`config.mk`:
```
export PLATFORM = sky130hd
export DESIGN_NAME = uart_rx_packet_ctrl
export DESIGN_NICKNAME = d
export VERILOG_FILES = /design/src/rtl/uart_rx_packet_ctrl.sv
export SDC_FILE = /design/constraint.sdc
export NUM_CORES = 1
export LEC_CHECK = 0
export CAP_MARGIN = 0
export CELL_PAD_IN_SITES_DETAIL_PLACEMENT = 0
export CELL_PAD_IN_SITES_GLOBAL_PLACEMENT = 1
export CORE_ASPECT_RATIO = 1.25
export CORE_MARGIN = 2
export CORE_UTILIZATION = 52
export CTS_BUF_LIST = sky130_fd_sc_hd__clkbuf_8
export DETAILED_ROUTE_END_ITERATION = 7
export PLACE_DENSITY_LB_ADDON = 0.2
export SLEW_MARGIN = 15
export SYNTH_ARGS = -nofsm -noshare
export SYNTH_HDL_FRONTEND = slang
export SYNTH_SLANG_ARGS = --single-unit
```
`constraint.sdc`:
```
create_clock -name clk -period 3.5 [get_ports clk]
set_input_delay 0.35 -clock clk [delete_from_list [all_inputs] [get_ports clk]]
set_output_delay 0.35 -clock clk [all_outputs]
set_load 0.03 [all_outputs]
```
`src/rtl/uart_rx_packet_ctrl.sv`:
```
// Packet framer behind a UART receiver: parses SOF/LEN/payload/checksum frames,
// buffers the payload and releases it on a valid/ready stream once the checksum matches.
module uart_rx_packet_ctrl #(
   parameter logic [7:0]  SOF_BYTE     = 8'hA5,
   parameter int unsigned MAX_LEN      = 16,
   parameter int unsigned TIMEOUT_CLKS = 52080
) (
   input  logic       clk,
   input  logic       rst_n,
   input  logic       rx_flag,
   input  logic [7:0] rx_byte,
   output logic       m_valid,
   output logic [7:0] m_data,
   output logic       m_last,
   input  logic       m_ready,
   output logic [7:0] pkt_len,
   output logic       pkt_ok,
   output logic       err_chk,
   output logic       err_len,
   output logic       err_timeout,
   output logic       err_overrun,
   output logic       busy
);

   localparam int unsigned IW = $clog2(MAX_LEN + 1);
   localparam int unsigned AW = (MAX_LEN > 1) ? $clog2(MAX_LEN) : 1;
   localparam int unsigned TW = $clog2(TIMEOUT_CLKS);

   typedef enum logic [2:0] {
      S_IDLE    = 3'd0,
      S_LEN     = 3'd1,
      S_PAYLOAD = 3'd2,
      S_CHK     = 3'd3,
      S_DRAIN   = 3'd4
   } state_e;

   state_e          state_q, state_d;
   logic [IW-1:0]   len_q, len_d;
   logic [IW-1:0]   idx_q, idx_d;
   logic [IW-1:0]   rd_q, rd_d;
   logic [7:0]      sum_q, sum_d;
   logic [TW-1:0]   tmo_q, tmo_d;
   logic [7:0]      mem_q [MAX_LEN];
   logic            mem_we;

   logic            m_valid_q, m_valid_d;
   logic [7:0]      m_data_q, m_data_d;
   logic            m_last_q, m_last_d;
   logic [7:0]      pkt_len_q, pkt_len_d;
   logic            pkt_ok_q, pkt_ok_d;
   logic            err_chk_q, err_chk_d;
   logic            err_len_q, err_len_d;
   logic            err_timeout_q, err_timeout_d;
   logic            err_overrun_q, err_overrun_d;
   logic            busy_q, busy_d;

   logic            ok_ev, chk_ev, len_ev, tmo_ev, ovr_ev;
   logic            tmo_hit;
   logic            counting;
   logic [IW-1:0]   len_m1;

   assign tmo_hit  = (tmo_q == TW'(TIMEOUT_CLKS - 1));
   assign len_m1   = len_q - IW'(1);
   assign counting = (state_q == S_LEN) || (state_q == S_PAYLOAD) || (state_q == S_CHK);

   // State register
   always_ff @(posedge clk or negedge rst_n) begin
      if (!rst_n) begin
         state_q <= S_IDLE;
      end else begin
         state_q <= state_d;
      end
   end

   // Next-state and datapath updates
   always_comb begin
      state_d = state_q;
      len_d   = len_q;
      idx_d   = idx_q;
      rd_d    = rd_q;
      sum_d   = sum_q;
      mem_we  = 1'b0;
      ok_ev   = 1'b0;
      chk_ev  = 1'b0;
      len_ev  = 1'b0;
      tmo_ev  = 1'b0;
      ovr_ev  = 1'b0;
      unique case (state_q)
         S_IDLE: begin
            if (rx_flag && (rx_byte == SOF_BYTE)) begin
               state_d = S_LEN;
            end
         end
         S_LEN: begin
            if (rx_flag) begin
               if ((rx_byte != 8'h00) && (rx_byte <= 8'(MAX_LEN))) begin
                  len_d   = IW'(rx_byte);
                  sum_d   = rx_byte;
                  idx_d   = '0;
                  state_d = S_PAYLOAD;
               end else begin
                  len_ev  = 1'b1;
                  state_d = S_IDLE;
               end
            end else if (tmo_hit) begin
               tmo_ev  = 1'b1;
               state_d = S_IDLE;
            end
         end
         S_PAYLOAD: begin
            if (rx_flag) begin
               mem_we = 1'b1;
               sum_d  = sum_q + rx_byte;
               idx_d  = idx_q + IW'(1);
               if (idx_q == len_m1) begin
                  state_d = S_CHK;
               end
            end else if (tmo_hit) begin
               tmo_ev  = 1'b1;
               state_d = S_IDLE;
            end
         end
         S_CHK: begin
            if (rx_flag) begin
               if (rx_byte == sum_q) begin
                  ok_ev   = 1'b1;
                  rd_d    = '0;
                  state_d = S_DRAIN;
               end else begin
                  chk_ev  = 1'b1;
                  state_d = S_IDLE;
               end
            end else if (tmo_hit) begin
               tmo_ev  = 1'b1;
               state_d = S_IDLE;
            end
         end
         S_DRAIN: begin
            ovr_ev = rx_flag;
            if (m_valid_q && m_ready) begin
               if (rd_q == len_m1) begin
                  state_d = S_IDLE;
               end else begin
                  rd_d = rd_q + IW'(1);
               end
            end
         end
         default: begin
            state_d = S_IDLE;
         end
      endcase
   end

   // Inter-byte timer: runs only while idle-waiting inside a frame
   always_comb begin
      tmo_d = '0;
      if (counting && !rx_flag && (state_d == state_q)) begin
         tmo_d = tmo_q + TW'(1);
      end
   end

   // Registered output values
   always_comb begin
      m_valid_d     = (state_d == S_DRAIN);
      m_data_d      = 8'h00;
      m_last_d      = 1'b0;
      pkt_len_d     = pkt_len_q;
      pkt_ok_d      = ok_ev;
      err_chk_d     = chk_ev;
      err_len_d     = len_ev;
      err_timeout_d = tmo_ev;
      err_overrun_d = ovr_ev;
      busy_d        = (state_d != S_IDLE);
      if (ok_ev) begin
         pkt_len_d = 8'(len_q);
      end
      if (state_d == S_DRAIN) begin
         m_data_d = mem_q[rd_d[AW-1:0]];
         m_last_d = (rd_d == len_m1);
      end
   end

   always_ff @(posedge clk or negedge rst_n) begin
      if (!rst_n) begin
         len_q         <= '0;
         idx_q         <= '0;
         rd_q          <= '0;
         sum_q         <= '0;
         tmo_q         <= '0;
         m_valid_q     <= 1'b0;
         m_data_q      <= 8'h00;
         m_last_q      <= 1'b0;
         pkt_len_q     <= 8'h00;
         pkt_ok_q      <= 1'b0;
         err_chk_q     <= 1'b0;
         err_len_q     <= 1'b0;
         err_timeout_q <= 1'b0;
         err_overrun_q <= 1'b0;
         busy_q        <= 1'b0;
      end else begin
         len_q         <= len_d;
         idx_q         <= idx_d;
         rd_q          <= rd_d;
         sum_q         <= sum_d;
         tmo_q         <= tmo_d;
         m_valid_q     <= m_valid_d;
         m_data_q      <= m_data_d;
         m_last_q      <= m_last_d;
         pkt_len_q     <= pkt_len_d;
         pkt_ok_q      <= pkt_ok_d;
         err_chk_q     <= err_chk_d;
         err_len_q     <= err_len_d;
         err_timeout_q <= err_timeout_d;
         err_overrun_q <= err_overrun_d;
         busy_q        <= busy_d;
      end
   end

   // Payload buffer; contents are don't-care until written
   always_ff @(posedge clk) begin
      if (mem_we) begin
         mem_q[idx_q[AW-1:0]] <= rx_byte;
      end
   end

   assign m_valid     = m_valid_q;
   assign m_data      = m_data_q;
   assign m_last      = m_last_q;
   assign pkt_len     = pkt_len_q;
   assign pkt_ok      = pkt_ok_q;
   assign err_chk     = err_chk_q;
   assign err_len     = err_len_q;
   assign err_timeout = err_timeout_q;
   assign err_overrun = err_overrun_q;
   assign busy        = busy_q;

endmodule
```
==> results.json <==
{
  "outcome": "finished, final reports clean",
  "worst_pin_slew_ns": 1.07,
  "synth_cell_area_um2": 8630,
  "drt_drc_violations_left": 0,
  "power_frac_seq_pct": 52.8,
  "critPathLaunchType": "flop",
  "worst_setup_hold_path_clk_slew_ns": 0.10,
  "grt_first_pass_wirelength_mm": 31.9,
  "skew_ns": 0.0124,
  "yosys.area.top_type": "sky130_fd_sc_hd__edfxtp_1",
  "final_hold_viol_count": 0,
  "via_count_of_the_first_global_routing_pass": 5763,
  "synth_simple_gate_area_share_pct": 15.5,
  "post-cts-setup-buffers": 0,
  "synthArstFlopShare_pct": 33.0,
  "power_density_nw_per_um2": 492,
  "maxClockFrequency_mhz": 312,
  "clk_root_buffer_cell": "sky130_fd_sc_hd__clkbuf_8",
  "routabilityCongestion": 0.898,
  "wp_data_required_ns": 3.88,
  "dpl.hpwl_mm": 14.3,
  "finalInstanceArea_um2": 9890,
  "cts_tree": "done",
  "h-tree-depth": 4,
  "grt_use_total_pct": 24.2,
  "ff2ff_path_depth": 13,
  "time_the_final_worst_path_needs_with_i_o_delays_and_setup_ns": 3.21,
  "synth.top_cells.by_area": "sky130_fd_sc_hd__edfxtp_1 45%, sky130_fd_sc_hd__dfrtp_1 18%, sky130_fd_sc_hd__nand2_1 5.0%",
  "switchingPower_w": 0.00119,
  "placement.io_buffers": 32,
  "area_share_of_the_largest_cell_type_after_synthesis_pct": 44.6,
  "yosys-mux-area-fraction_pct": 3.10,
  "timing.rr.end": "m_data[2]",
  "timing.final.crit_share_pct": 91.7,
  "num_vias": 5723,
  "dieArea_um2": 17600,
  "synth_cell_types": 74,
  "initial_core_util_pct": 53.3,
  "std_cell_rows": 52,
  "grt_max_degree": 46,
  "power_leakage_nw": 3.81,
  "timing.rr.start": "len_q[0]",
  "drtPass1Iterations": 5,
  "core_um2": 16200,
  "routed_wire_length_per_instance_um": 20.3,
  "setup.worst_path.start": "len_q[0]",
  "multi_input_gate_area_in_the_final_layout_um2": 2890,
  "yosysWarningCount": 0,
  "xor_xnor_share_of_the_synthesized_area_pct": 4.41,
  "placed_cells": 969,
  "cts_num_sinks": 191,
  "crit_type": "flop to flop",
  "grt-ovfl-total": 0,
  "synth-edff-count": 128,
  "fill_cell_instance_count_of_the_final_layout": 1317,
  "cp-end-kind": "flop",
  "normalized_max_slew_margin_pct": 27.9,
  "worstSkewPairLatency_ns": 0.46,
  "pwr-share-comb_pct": 12.1,
  "register_bit_count_reported_by_yosys": 191,
  "die_h_um": 148,
  "drt-initial-drc-count": 503,
  "max_cap_viol_count": 0,
  "post_synth_inst_count": 709,
  "synth_seq_area_share_pct": 62.8,
  "holdCritPathClass": "input pin to asynchronous set/reset pin",
  "non_filler_instance_count_after_layout": 1002,
  "largest_family_of_logic_cells_by_synthesized_area": "simple AND/OR/NAND/NOR gates",
  "postRouteWirelength_mm": 20.3,
  "antenna_violations_before_repair": 0,
  "finalNetCount": 800,
  "drt-vias-per-instance": 5.71,
  "clock_power_share_pct": 35.1,
  "floorplan.io_pins": 36,
  "floorplan.die.width_um": 119,
  "ctsLongestPathBuffers": 2,
  "cts_inserted_buffers": 17,
  "dominantRegCellSynth": "sky130_fd_sc_hd__edfxtp_1",
  "cp.arrival_ns": 3.59,
  "adder_cell_share_of_the_synthesized_area_pct": 2.26,
  "rsz0062_at_grt": "false",
  "final_layout_size_suffix_gt1_share_pct": 13.9,
  "avgSynthCellArea_um2": 12.2,
  "area_of_all_sequential_standard_cells_um2": 5420,
  "path_max_fanout": 23,
  "dpl-instance-area_um2": 9380,
  "vdd_drop_max_v": 0.000265,
  "num_antenna_cells": 0,
  "timing_max_transition_violations_final": 0,
  "route.antenna.remaining_nets": 0,
  "compound_gate_fraction_of_synth_area_pct": 7.74,
  "worstSetupEndpoint": "m_data[2]",
  "switching_share_pct": 24.5,
  "report.final.setup_viol": 0,
  "power_report.internal_total_w": 0.00367,
  "regToRegSetupSlack_ns": 0.29,
  "syn_to_final_growth_pct": 14.6
}
## worst min path at each step
stage	from	to	slack, ns	cells past startpoint
after floorplan	rst_n	busy	0.05	0
after global placement	tmo_q[0]	tmo_q[0]	0.45	1
after detailed placement	tmo_q[0]	tmo_q[0]	0.45	1
after CTS	rst_n	pkt_len[3]	0.11	1
after global routing	rst_n	tmo_q[10]	0.46	2
final	rst_n	tmo_q[10]	0.44	2
## registers in the layout (all words and copies together), names as in the netlist, 3 cells and up
register and count:
mem_q 128, tmo_q 16, m_data 8, sum_q 8
idx_q 5, len_q 5, pkt_len 5, rd_q 5
state_q 3
## metal layers
metal	GRT usage, %	vias to the layer above	routed length [um]
li1	-	2676	-
met1	30.3	2817	8250
met2	42.3	193	10500
met3	5.56	37	1130
met4	6.61	0	457
met5	0	-	0
## cells in the final DEF (no fill, tap or decap), drive strengths merged, types with 8 or more instances in the layout
cell	synthesis	final
nor2	46	46
a21oi	26	26
and3	18	18
clkbuf	17	18
dfrtp	63	63
nand2	115	115
nand3	46	46
xor2	20	20
edfxtp	128	128
a31oi	8	8
o21ai	18	18
nor3	17	17
buf	20	49
nor4	8	8
nand4	9	9
clkdlybuf4s50	0	31
inv	21	23
mux2i	20	20
ha	14	14
xnor2	20	20
## Yosys cell counts (all sizes together), types with 2 or more instances
library cell,number
and2,4
inv,21
nand3,46
nor4,8
a31oi,8
nor2b,3
nand2b,4
nand4b,3
dfrtp,63
nor3,17
and3,18
nor2,46
o21bai,2
a211oi,2
a21oi,26
a221o,6
a221oi,5
o311a,2
nand4,9
xnor2,20
ha,14
mux2i,20
nand3b,2
o311ai,2
a311oi,3
clkbuf,17
o211ai,5
a211o,2
o21ai,18
edfxtp,128
nand2,115
buf,20
a311o,2
nor3b,2
a21o,3
mux2,6
xor2,20
or3,2
## cell type report
cell class	instances	share of cell area, %
repair buffers	81	7.47
inverters	21	0.899
clock inverters	14	2.39
well taps	216	2.73
flip-flops and latches	191	54.8
clock buffers	18	2.51
multi-input cells	461	29.2
## power groups by stage
| stage | logic [W] | registers [W] | clock network, W |
|---|---|---|---|
| after floorplan | 0.000393 | 0.00259 | 0 |
| after global placement | 0.000572 | 0.00261 | 0 |
| after detailed placement | 0.000585 | 0.00262 | 0 |
| after CTS | 0.000589 | 0.00257 | 0.00173 |
| after global routing | 0.000661 | 0.00258 | 0.00182 |
| final | 0.000589 | 0.00257 | 0.00171 |
## cells by family after synthesis
family / count (synthesis)
AND/OR/NAND/NOR: 283
adder cells (fa/ha/maj): 15
XOR/XNOR: 41
AO/OA/AOI/OAI: 93
other: 1
multiplexers: 26
buffers and inverters: 59
flip-flops: 191
## critical path, cell delays in order, from the launching register on
cell                       delay (ns)
sky130_fd_sc_hd__dfrtp_1         0.39
sky130_fd_sc_hd__inv_1           0.10
sky130_fd_sc_hd__ha_1            0.25
sky130_fd_sc_hd__xor2_2          0.30
sky130_fd_sc_hd__nor3_2          0.11
sky130_fd_sc_hd__o311ai_2        0.50
sky130_fd_sc_hd__a22oi_1         0.13
sky130_fd_sc_hd__and2_2          0.28
sky130_fd_sc_hd__inv_8           0.18
sky130_fd_sc_hd__buf_12          0.20
sky130_fd_sc_hd__mux2i_1         0.09
sky130_fd_sc_hd__a221oi_1        0.33
sky130_fd_sc_hd__a21oi_1         0.07
sky130_fd_sc_hd__o211ai_1        0.18
## stage by stage
step | total power [W] | hold WS [ns] | util (%) | setup TNS (ns) | worst slack [ns]
floorplan | 0.00298 | 0.0544 | - | 0 | 0.461
detailed placement | 0.00320 | 0.455 | 57.9 | -0.0192 | -0.0192
global route | 0.00507 | 0.464 | 61.0 | 0 | 0.00267
global placement | 0.00319 | 0.450 | 57.9 | 0 | 0.0725
finish | 0.00487 | 0.443 | 61.0 | 0 | 0.291
CTS | 0.00489 | 0.105 | 60.9 | 0 | 0.230
## timing repair
item                                    CTS  global route
hold buffers                              0             1
endpoints found under the hold margin     0            43
endpoints found under the setup margin    0             1
resized for setup                         0             1
No activity file was read; power rests on OpenSTA's default activity.
